[src/rtl/pkt_arbiter_if.sv]
// Queue-side bus of the packet arbiter: four input-queue heads with pop
// strobes, four output-queue write ports with their free flags.
// Each packet is 32 bits; the destination ID occupies bits [31:24].
interface pkt_arbiter_if;
    logic [3:0][31:0] pkt_in;
    logic [3:0]       pkt_in_avail;
    logic [3:0]       pop;
    logic [3:0]       out_free;
    logic [3:0][31:0] pkt_out;
    logic [3:0]       pkt_out_avail;

    // Arbiter side: consumes queue heads and drives the output writes.
    modport master (
        input  pkt_in,
        input  pkt_in_avail,
        output pop,
        input  out_free,
        output pkt_out,
        output pkt_out_avail
    );

    // Queue side: presents heads and free flags, receives pops and writes.
    modport slave (
        output pkt_in,
        output pkt_in_avail,
        input  pop,
        output out_free,
        input  pkt_out,
        input  pkt_out_avail
    );
endinterface

[src/rtl/pkt_arbiter.sv]
// Round-robin packet scheduler from four input queues to four output queues
// through a single staging register. A grant is only issued when the target
// output queue has space, so one blocked destination never stalls the rest.
module pkt_arbiter #(
    parameter bit ROUTERID = 1'b0
) (
    input  logic          clk,
    input  logic          rst,
    pkt_arbiter_if.master bus,
    output logic          busy,
    output logic [7:0]    stall_cnt
);

    logic [31:0] hold;
    logic [1:0]  hold_port;
    logic [1:0]  rr_ptr;

    logic        sending;
    logic        grant_ok;
    logic        grant_vld;
    logic        found;
    logic [1:0]  grant_idx;
    logic [3:0]  elig;
    logic [1:0]  in_port [4];

    // Destination ID to output port; the map differs per router position.
    function automatic logic [1:0] dport(input logic [7:0] dest_id);
        logic [1:0] p;
        if (ROUTERID == 1'b0) begin
            case (dest_id)
                8'd0:    p = 2'd0;
                8'd1:    p = 2'd2;
                8'd2:    p = 2'd3;
                default: p = 2'd1;
            endcase
        end else begin
            case (dest_id)
                8'd3:    p = 2'd0;
                8'd4:    p = 2'd1;
                8'd5:    p = 2'd2;
                default: p = 2'd3;
            endcase
        end
        return p;
    endfunction

    // Send condition and per-queue eligibility. The port being written this
    // cycle is excluded because its free flag does not yet reflect the write.
    always_comb begin
        // NOTE: every variable written here gets a value before any branch,
        // otherwise synthesis infers a latch to hold it.
        sending  = busy && bus.out_free[hold_port] && !rst;
        grant_ok = !rst && (!busy || sending);
        elig     = '0;
        for (int i = 0; i < 4; i++) begin
            in_port[i] = dport(bus.pkt_in[i][31:24]);
            elig[i]    = bus.pkt_in_avail[i] && bus.out_free[in_port[i]] &&
                         !(sending && (in_port[i] == hold_port));
        end
    end

    // Round-robin pick: first eligible queue starting at rr_ptr, wrapping.
    always_comb begin
        found     = 1'b0;
        grant_idx = rr_ptr;
        for (int k = 0; k < 4; k++) begin
            if (!found && elig[rr_ptr + 2'(k)]) begin
                found     = 1'b1;
                grant_idx = rr_ptr + 2'(k);
            end
        end
        grant_vld = found && grant_ok;
    end

    // Queue strobes: pop of the granted queue, write of the held packet.
    always_comb begin
        bus.pop           = '0;
        bus.pkt_out_avail = '0;
        bus.pkt_out       = '0;
        if (grant_vld) begin
            bus.pop[grant_idx] = 1'b1;
        end
        if (sending) begin
            bus.pkt_out_avail[hold_port] = 1'b1;
            bus.pkt_out[hold_port]       = hold;
        end
    end

    // Staging register, round-robin pointer and stall counter.
    always_ff @(posedge clk) begin
        // NOTE: state uses non-blocking assignments so every register samples
        // pre-edge values regardless of statement order.
        if (rst) begin
            // NOTE: the staging data is reset too, so a discarded packet
            // never reappears on pkt_out after reset.
            hold      <= '0;
            hold_port <= '0;
            busy      <= 1'b0;
            rr_ptr    <= '0;
            stall_cnt <= '0;
        end else begin
            if (grant_vld) begin
                hold      <= bus.pkt_in[grant_idx];
                hold_port <= in_port[grant_idx];
                busy      <= 1'b1;
                rr_ptr    <= grant_idx + 2'd1;
            end else if (sending) begin
                busy <= 1'b0;
            end

            if (sending) begin
                stall_cnt <= '0;
            end else if (busy && (stall_cnt != 8'hFF)) begin
                stall_cnt <= stall_cnt + 8'd1;
            end
        end
    end

endmodule

[src/flat_wrapper.sv]
// flat-port wrapper written by rule: the top's interface ports become plain ports
module pkt_arbiter_flat 
#(
    parameter bit ROUTERID = 1'b0
)
  (clk, rst, busy, stall_cnt, bus_pkt_in, bus_pkt_in_avail, bus_pop, bus_out_free, bus_pkt_out, bus_pkt_out_avail);
  pkt_arbiter_if bus_i ();
  input  logic clk;
  input  logic rst;
  output logic busy;
  output logic [7:0] stall_cnt;
  input wire logic [$bits(bus_i.pkt_in)-1:0] bus_pkt_in;
  input wire logic [$bits(bus_i.pkt_in_avail)-1:0] bus_pkt_in_avail;
  output wire logic [$bits(bus_i.pop)-1:0] bus_pop;
  input wire logic [$bits(bus_i.out_free)-1:0] bus_out_free;
  output wire logic [$bits(bus_i.pkt_out)-1:0] bus_pkt_out;
  output wire logic [$bits(bus_i.pkt_out_avail)-1:0] bus_pkt_out_avail;
  assign bus_i.pkt_in = bus_pkt_in;
  assign bus_i.pkt_in_avail = bus_pkt_in_avail;
  assign bus_pop = bus_i.pop;
  assign bus_i.out_free = bus_out_free;
  assign bus_pkt_out = bus_i.pkt_out;
  assign bus_pkt_out_avail = bus_i.pkt_out_avail;
  pkt_arbiter #(.ROUTERID(ROUTERID)) u_core (.clk(clk), .rst(rst), .bus(bus_i), .busy(busy), .stall_cnt(stall_cnt));
endmodule
[config.mk]
export PLATFORM = sky130hd
export DESIGN_NAME = pkt_arbiter_flat
export DESIGN_NICKNAME = d
export VERILOG_FILES = /design/src/rtl/pkt_arbiter_if.sv /design/src/rtl/pkt_arbiter.sv /design/src/flat_wrapper.sv
export SDC_FILE = /design/constraint.sdc
export NUM_CORES = 1
export LEC_CHECK = 0
export CORE_ASPECT_RATIO = 1.25
export CORE_UTILIZATION = 33
export CTS_BUF_LIST = sky130_fd_sc_hd__clkbuf_16
export CTS_CLUSTER_SIZE = 16
export DETAILED_ROUTE_END_ITERATION = 10
export MAX_ROUTING_LAYER = met4
export PLACE_DENSITY_LB_ADDON = 0.25
export SLEW_MARGIN = 15
export SYNTH_ARGS = -nofsm -noshare
export SYNTH_HDL_FRONTEND = slang
export SYNTH_SLANG_ARGS = --single-unit
[constraint.sdc]
create_clock -name clk -period 3.4 [get_ports clk]
set_input_delay 0.51 -clock clk [delete_from_list [all_inputs] [get_ports clk]]
set_output_delay 0.51 -clock clk [all_outputs]
set_load 0.005 [all_outputs]
==> key figures <==
Status
  – Status: finished with violations
  – Failing checks: negative setup slack

Route
  – Drc violations: 0
  – Routed WL per cell: about 19 um
  – Drt total wl: just under 20 mm
  – Routed vias/inst: around 5.3
  – DRT Pass-1 Iters: 5
  – Final ANT Viol Nets: 0
  – DR vias: ~5,400
  – Starting DRT DRC Count: between 200 and 250

Critical path
  – Worst Path Arrival: ~3000 ps
  – R2R cell count: 10
  – Worst path top cell family by delay: compound AO/OA/AOI/OAI gates
  – CP cell instances: buf_6 -> mux4_2 -> o311ai_4 -> buf_4 -> a21o_1 -> nand2_2 -> a311o_1 -> o211a_4 -> buf_6 -> ha_4 -> and2_1 -> buf_2
  – CP endpoint kind: output pin
  – Worst Path Class, Setup: reg2out
  – Worst path slowest cell: mux4_2
  – Crit path max fanout: 6
  – Cell repeated most along the worst path: buf_6
  – Startpoint Class: flop
  – R2R Setup Slk: ~80 ps
  – CP peak stage delay: 550 ps
  – Buf+Inv Stages, Crit Path: 4
  – Worst path required time: between 2000 and 3000 ps
  – Number of cells on the critical path: 12

Floorplan
  – Io pins: 283
  – Starting Density: 0.336
  – Die ar.: between 10,000 and 15,000 um2
  – Die height: 126 um
  – Die width: between 100 and 150 um
  – FP Rows: 45
  – Total core area: roughly 12,000 um2

Pwr
  – Pleak: around 3.2 nW
  – Seq pwr share: 0.317
  – Combinational cell fraction of total power: 0.461
  – Internal power: 1.62 mW
  – Peak supply drop: between 0.0002 and 0.0003 V
  – Power per cell area: 302 nW/um2
  – Switching power: 0.864 mW
  – Clock power share: 0.222
  – Sw frac: 0.348

Timing
  – Slew margin rel.: 0.331
  – Slew Limit Fails: 0
  – Endpoints failing setup: 4
  – RSZ-0062 raised after global routing: true
  – Setup ws final: -111 ps
  – Final Hold Slack: about 520 ps
  – Fin. Hold Viols: 0
  – Fin Clk Skew: 8.79 ps
  – Worst-margin pin slew: between 900 and 1000 ps
  – Max Clock Freq: roughly 280 MHz
  – Minimum clock period: around 3500 ps
  – Final worst path period share: 1.03

Yosys
  – Syn Inst Count: about 500
  – Distinct cells, synth: 60
  – Synth Cell Area: roughly 4000 um2
  – Synth Flop Type: dfxtp_1
  – Syn Nets: 650
  – Sequential share of the synthesized area: 0.221
  – Asr flop ratio synth: 0
  – Yosys reg bits: 45
  – Number of flops mapped to enable cells by yosys: 0
  – Ys Warns: 0
  – Post-Syn Area per Cell: about 8 um2

Placement
  – Global placement routability congestion: around 0.96
  – Detailed placement HPWL: approximately 14 mm
  – Post-Place Setup Slack: -601 ps
  – Buffers added on ports: roughly 280

GRT
  – GRT Total Usage: 0.298
  – Grt total ovfl: 0
  – Vias in the first global route: 5,328
  – Largest net degree at the start of global routing: 37
  – First-pass GRT wire length: roughly 29 mm
  – Initial antenna violation count: 0

Cells and area
  – Synth-to-Final Area Change: 102%
  – Nets: between 1,000 and 1,500
  – Diodes inserted: 0
  – Share of layout cells above drive strength 1: 0.185
  – Fillers: a little under 1,000

Clock tree
  – TritonCTS buffer count: 5
  – Htree depth: 2
  – CTS Buffer Depth: 2
  – Register clock-pin slew on the reported worst setup and hold paths: about 70 ps
  – CTS tree: built
  – Clock latency on the worst-skew pair: 290 ps
  – Clock Sinks: between 40 and 50
  – Root buf cell: clkbuf_16

Worst hold path
  – Hold Path Class: reg2reg
  – Hold Path Stages: 2

Flow run
  – Max cap viols: 0
-- path summary, 6_finish.rpt --
path / start / to
min: u_core.stall_cnt[7] / u_core.stall_cnt[7]
max: u_core.hold_port[0] / bus_pop[1]
max reg2reg: u_core.hold_port[1] / u_core.hold_port[1]
min reg2reg: u_core.stall_cnt[7] / u_core.stall_cnt[7]
-- per-layer routing --
layer  global-route usage  wire length [um]  up-vias
met5                    -                 0        -
met4                0.155               949        0
met3               0.0494              1170       71
met2                0.549             10100      248
met1                0.294              7040     2553
li1                     -                 -     2535
-- sequential cells by signal, indices dropped and copies added, names as in the netlist --
register,flops
u_core.busy,1
u_core.hold_port,2
u_core.stall_cnt,8
u_core.rr_ptr,2
u_core.hold,32
-- worst min-delay path: cells and delay by family (launching register included) --
kind	cells	cell delay [ps]
DFF	1	330
AOI/OAI and AO/OA	2	150
-- metrics by stage --
step	total power, mW	TNS, ps	utilization	area, um2	instances
final	2.48	-285	0.679	8220	1024
after global routing	2.61	-685	0.679	8220	1024
after CTS	2.42	-26.6	0.670	8110	1023
after detailed placement	1.73	-12630	0.615	7450	980
after global placement	1.70	-10820	0.615	7450	980
after floorplan	1.28	0	-	4070	507
-- logic make-up (layout without fill, tap and decap cells) --
kind of cell	Yosys count	after routing	share of synthesized area
fa+ha+maj	5	5	0.0154
mux	70	70	0.176
simple gates	261	261	0.361
flops	45	45	0.221
buf+inv	37	390	0.0467
xor+xnor	6	6	0.0129
compound gates	83	83	0.167
-- layout by cell type, fill, tap and decap left out, types with 4 or more instances in the layout --
cell type        count
buf_6               19
dlygate4sd2_1       15
xor2_1               4
nand4_1              9
nand3_1              4
and2_1             132
o221ai_1            32
nor2_1              14
o211ai_1             4
and3_1               5
nand2_1             49
nor2_2               9
mux2i_1             66
clkbuf_16            5
clkdlybuf4s50_1    261
o21ai_0              4
nand2b_1            13
buf_4               73
dfxtp_1             43
buf_12               6
a21oi_1              5
o31ai_1              4
-- synthesized netlist by cell type, types with 3 or more instances --
cell	n	area, um2
and2_1	133	832
mux2i_1	66	661
nand2_1	52	195
dfxtp_1	45	901
o221ai_1	32	280
clkbuf_1	25	93.8
nor2_1	22	82.6
nand2b_1	14	87.6
nand4_1	9	56.3
a21oi_1	6	30.0
and3_1	6	37.5
buf_4	6	45.0
ha_1	5	62.6
o21ai_0	5	25.0
nand3_1	4	20.0
o2111ai_1	4	35.0
o211ai_1	4	30.0
o31ai_1	4	30.0
xor2_1	4	35.0
a22oi_1	3	22.5
mux2_2	3	33.8
nand4b_1	3	26.3
nor2b_1	3	18.8
o22ai_1	3	18.8
or4_1	3	22.5
-- cell type report --
| class | count | area [um2] | area share |
|---|---|---|---|
| multi-input combinational | 425 | 3260 | 0.397 |
| tap | 164 | 205 | 0.0250 |
| timing repair buffer | 379 | 3660 | 0.446 |
| clock inverter | 3 | 37.5 | 0.00457 |
| inverter | 3 | 13.8 | 0.00168 |
| clock buffer | 5 | 125 | 0.0152 |
| sequential | 45 | 908 | 0.111 |
-- power by group through the flow --
stage	clock network, mW	registers, mW	logic [mW]
finish	0.551	0.787	1.15
global route	0.582	0.805	1.22
CTS	0.565	0.781	1.08
detailed placement	0	0.795	0.934
global placement	0	0.783	0.913
floorplan	0	0.725	0.554
-- what timing repair did --
action | in CTS | in global routing
gates resized for setup | 96 | 22
setup endpoints to repair | 24 | 36
hold buffers | 0 | 0
buffers inserted | 35 | 1
pin swaps | 34 | 14
gates cloned | 0 | 0
Note: power is estimated with default switching activity, not from simulation.
==> RTL edit (same settings) <==
Put one more register stage on the output `stall_cnt`, cleared by the reset. The value now appears one clock later. The other outputs are not delayed to match.
--- a/src/rtl/pkt_arbiter.sv
+++ b/src/rtl/pkt_arbiter.sv
@@ -10,6 +10,8 @@
     output logic          busy,
     output logic [7:0]    stall_cnt
 );
+
+    logic [7:0] stall_cnt_s0;
 
     logic [31:0] hold;
     logic [1:0]  hold_port;
@@ -97,7 +99,7 @@
             hold_port <= '0;
             busy      <= 1'b0;
             rr_ptr    <= '0;
-            stall_cnt <= '0;
+            stall_cnt_s0 <= '0;
         end else begin
             if (grant_vld) begin
                 hold      <= bus.pkt_in[grant_idx];
@@ -109,10 +111,18 @@
             end
 
             if (sending) begin
-                stall_cnt <= '0;
-            end else if (busy && (stall_cnt != 8'hFF)) begin
-                stall_cnt <= stall_cnt + 8'd1;
+                stall_cnt_s0 <= '0;
+            end else if (busy && (stall_cnt_s0 != 8'hFF)) begin
+                stall_cnt_s0 <= stall_cnt_s0 + 8'd1;
             end
+        end
+    end
+
+    always_ff @(posedge clk) begin
+        if (rst) begin
+            stall_cnt <= '0;
+        end else begin
+            stall_cnt <= stall_cnt_s0;
         end
     end
 
Check against the original RTL: not equivalent (a bounded check fails within 4 cycles, from zero or initial values and one cycle with rst high).
==> RTL edit against the original RTL <==
Sequential cell count is 8 higher. Largest cell class unchanged. Critical endpoint unchanged. Setup slack got worse by 28 ps. Area after synthesis is 6.0% higher. Wire length up 5.4%. Power down 2.0%. Combinational power is 6% lower. Design area grew 2.0%. Via count increased by 0.76%. The flow still finishes with violations (setup timing). Largest power group unchanged. Sequential share of layout area up 1.6 points.
==> RTL edit: results (changes against the original RTL) <==
| Metric | Value |
|---|---|
| Amount of wire on met2 after detailed routing | 10600 um (was 10100 um) |
| Largest registers | u_core.hold (32), u_core.stall_cnt (8), u_core.stall_cnt_s0 (8) (was u_core.hold (32), u_core.stall_cnt (8)) |
| Worst-case hold path end point | u_core.stall_cnt[7]$_SDFF_PP0_ (was u_core.stall_cnt[7]$_SDFFE_PP0P_) |
| Global-route wire length before repair | 30000 um (was 28800 um) |
| Final non-filler cell area | 8380 um2 (was 8220 um2) |
| Compound-cell area share of the yosys netlist | 20.1% (was 16.7%) |
| Status | finished, violations left (unchanged) |
| Pin count of the biggest net entering global routing | 34 (was 37) |
| Proportion of synthesized chip area in sequential cells | 24.6% (was 22.1%) |
| GRT Overall Usage | 29.4% (was 29.8%) |
| Worst vdd rail ir drop | 0.193 mV (was 0.281 mV) |
| Sequential fraction of total cell area | 12.7% (was 11.1%) |
| Critical hold path startpoint | u_core.stall_cnt_s0[7]$_SDFFE_PP0P_ (was u_core.stall_cnt[7]$_SDFFE_PP0P_) |
| Share of final-layout standard cells stronger than drive strength 1 | 18.6% (was 18.5%) |
| Routed length on met3 | 1160 um (was 1170 um) |
| Via count of the first global-routing pass | 5400 (was 5328) |
| Non-clock inverter instance count of the final layout | 8 (was 3) |
| Worst Setup Slack, final | -139 ps (was -111 ps) |
| Synth top area cells | dfxtp_1 (25%), and2_1 (19%), mux2i_1 (8.8%) (was dfxtp_1 (22%), and2_1 (20%), mux2i_1 (16%)) |
| # placed instances | 1025 (was 980) |
| Count of multi-input gates | 444 (was 425) |
| Non-Filler Instances | 1051 (was 1024) |
| Multiplexer area fraction after synthesis | 10.1% (was 17.6%) |
| Violations in the final reports | setup timing (unchanged) |
| Static leakage | 3.44 nW (was 3.20 nW) |
| Worst slack on hold paths | 498 ps (was 525 ps) |
| Summed negative setup slack over all endpoints | -496 ps (was -285 ps) |
| Half-perimeter wire length of the detailed placement result | 15800 um (was 13900 um) |
| Final GP Congestion | 0.895 (was 0.955) |
| Setup violation total in the final timing report | 4 (unchanged) |
==> RTL edit: power breakdown <==
group	internal [mW]	switching (mW)
Sequential	0.714	0.128
Clock	0.271	0.238
Combinational	0.589	0.493
==> RTL edit: repair_timing <==
action	4_1_cts	5_1_grt
setup buffers	12	3
pin swaps	22	12
setup endpoints to repair	39	38
gates cloned	0	2
resized for setup	103	31
==> RTL edit: layer usage <==
| layer | vias up | GRT usage [%] |
|---|---|---|
| li1 | 2603 | - |
| met2 | 226 | 53.7 |
| met5 | - | - |
| met3 | 46 | 4.00 |
| met4 | 0 | 12.9 |
| met1 | 2573 | 31.9 |
==> RTL edit: worst max-delay path, cell delays in order <==
cell	delay, ps
clkdlybuf4s15_1	180
mux4_2	520
nand2b_4	100
nor3_2	40
or4b_4	550
a311o_1	400
o21ai_2	100
nor2_4	100
buf_12	140
ha_4	140
and2_4	130
buf_6	110
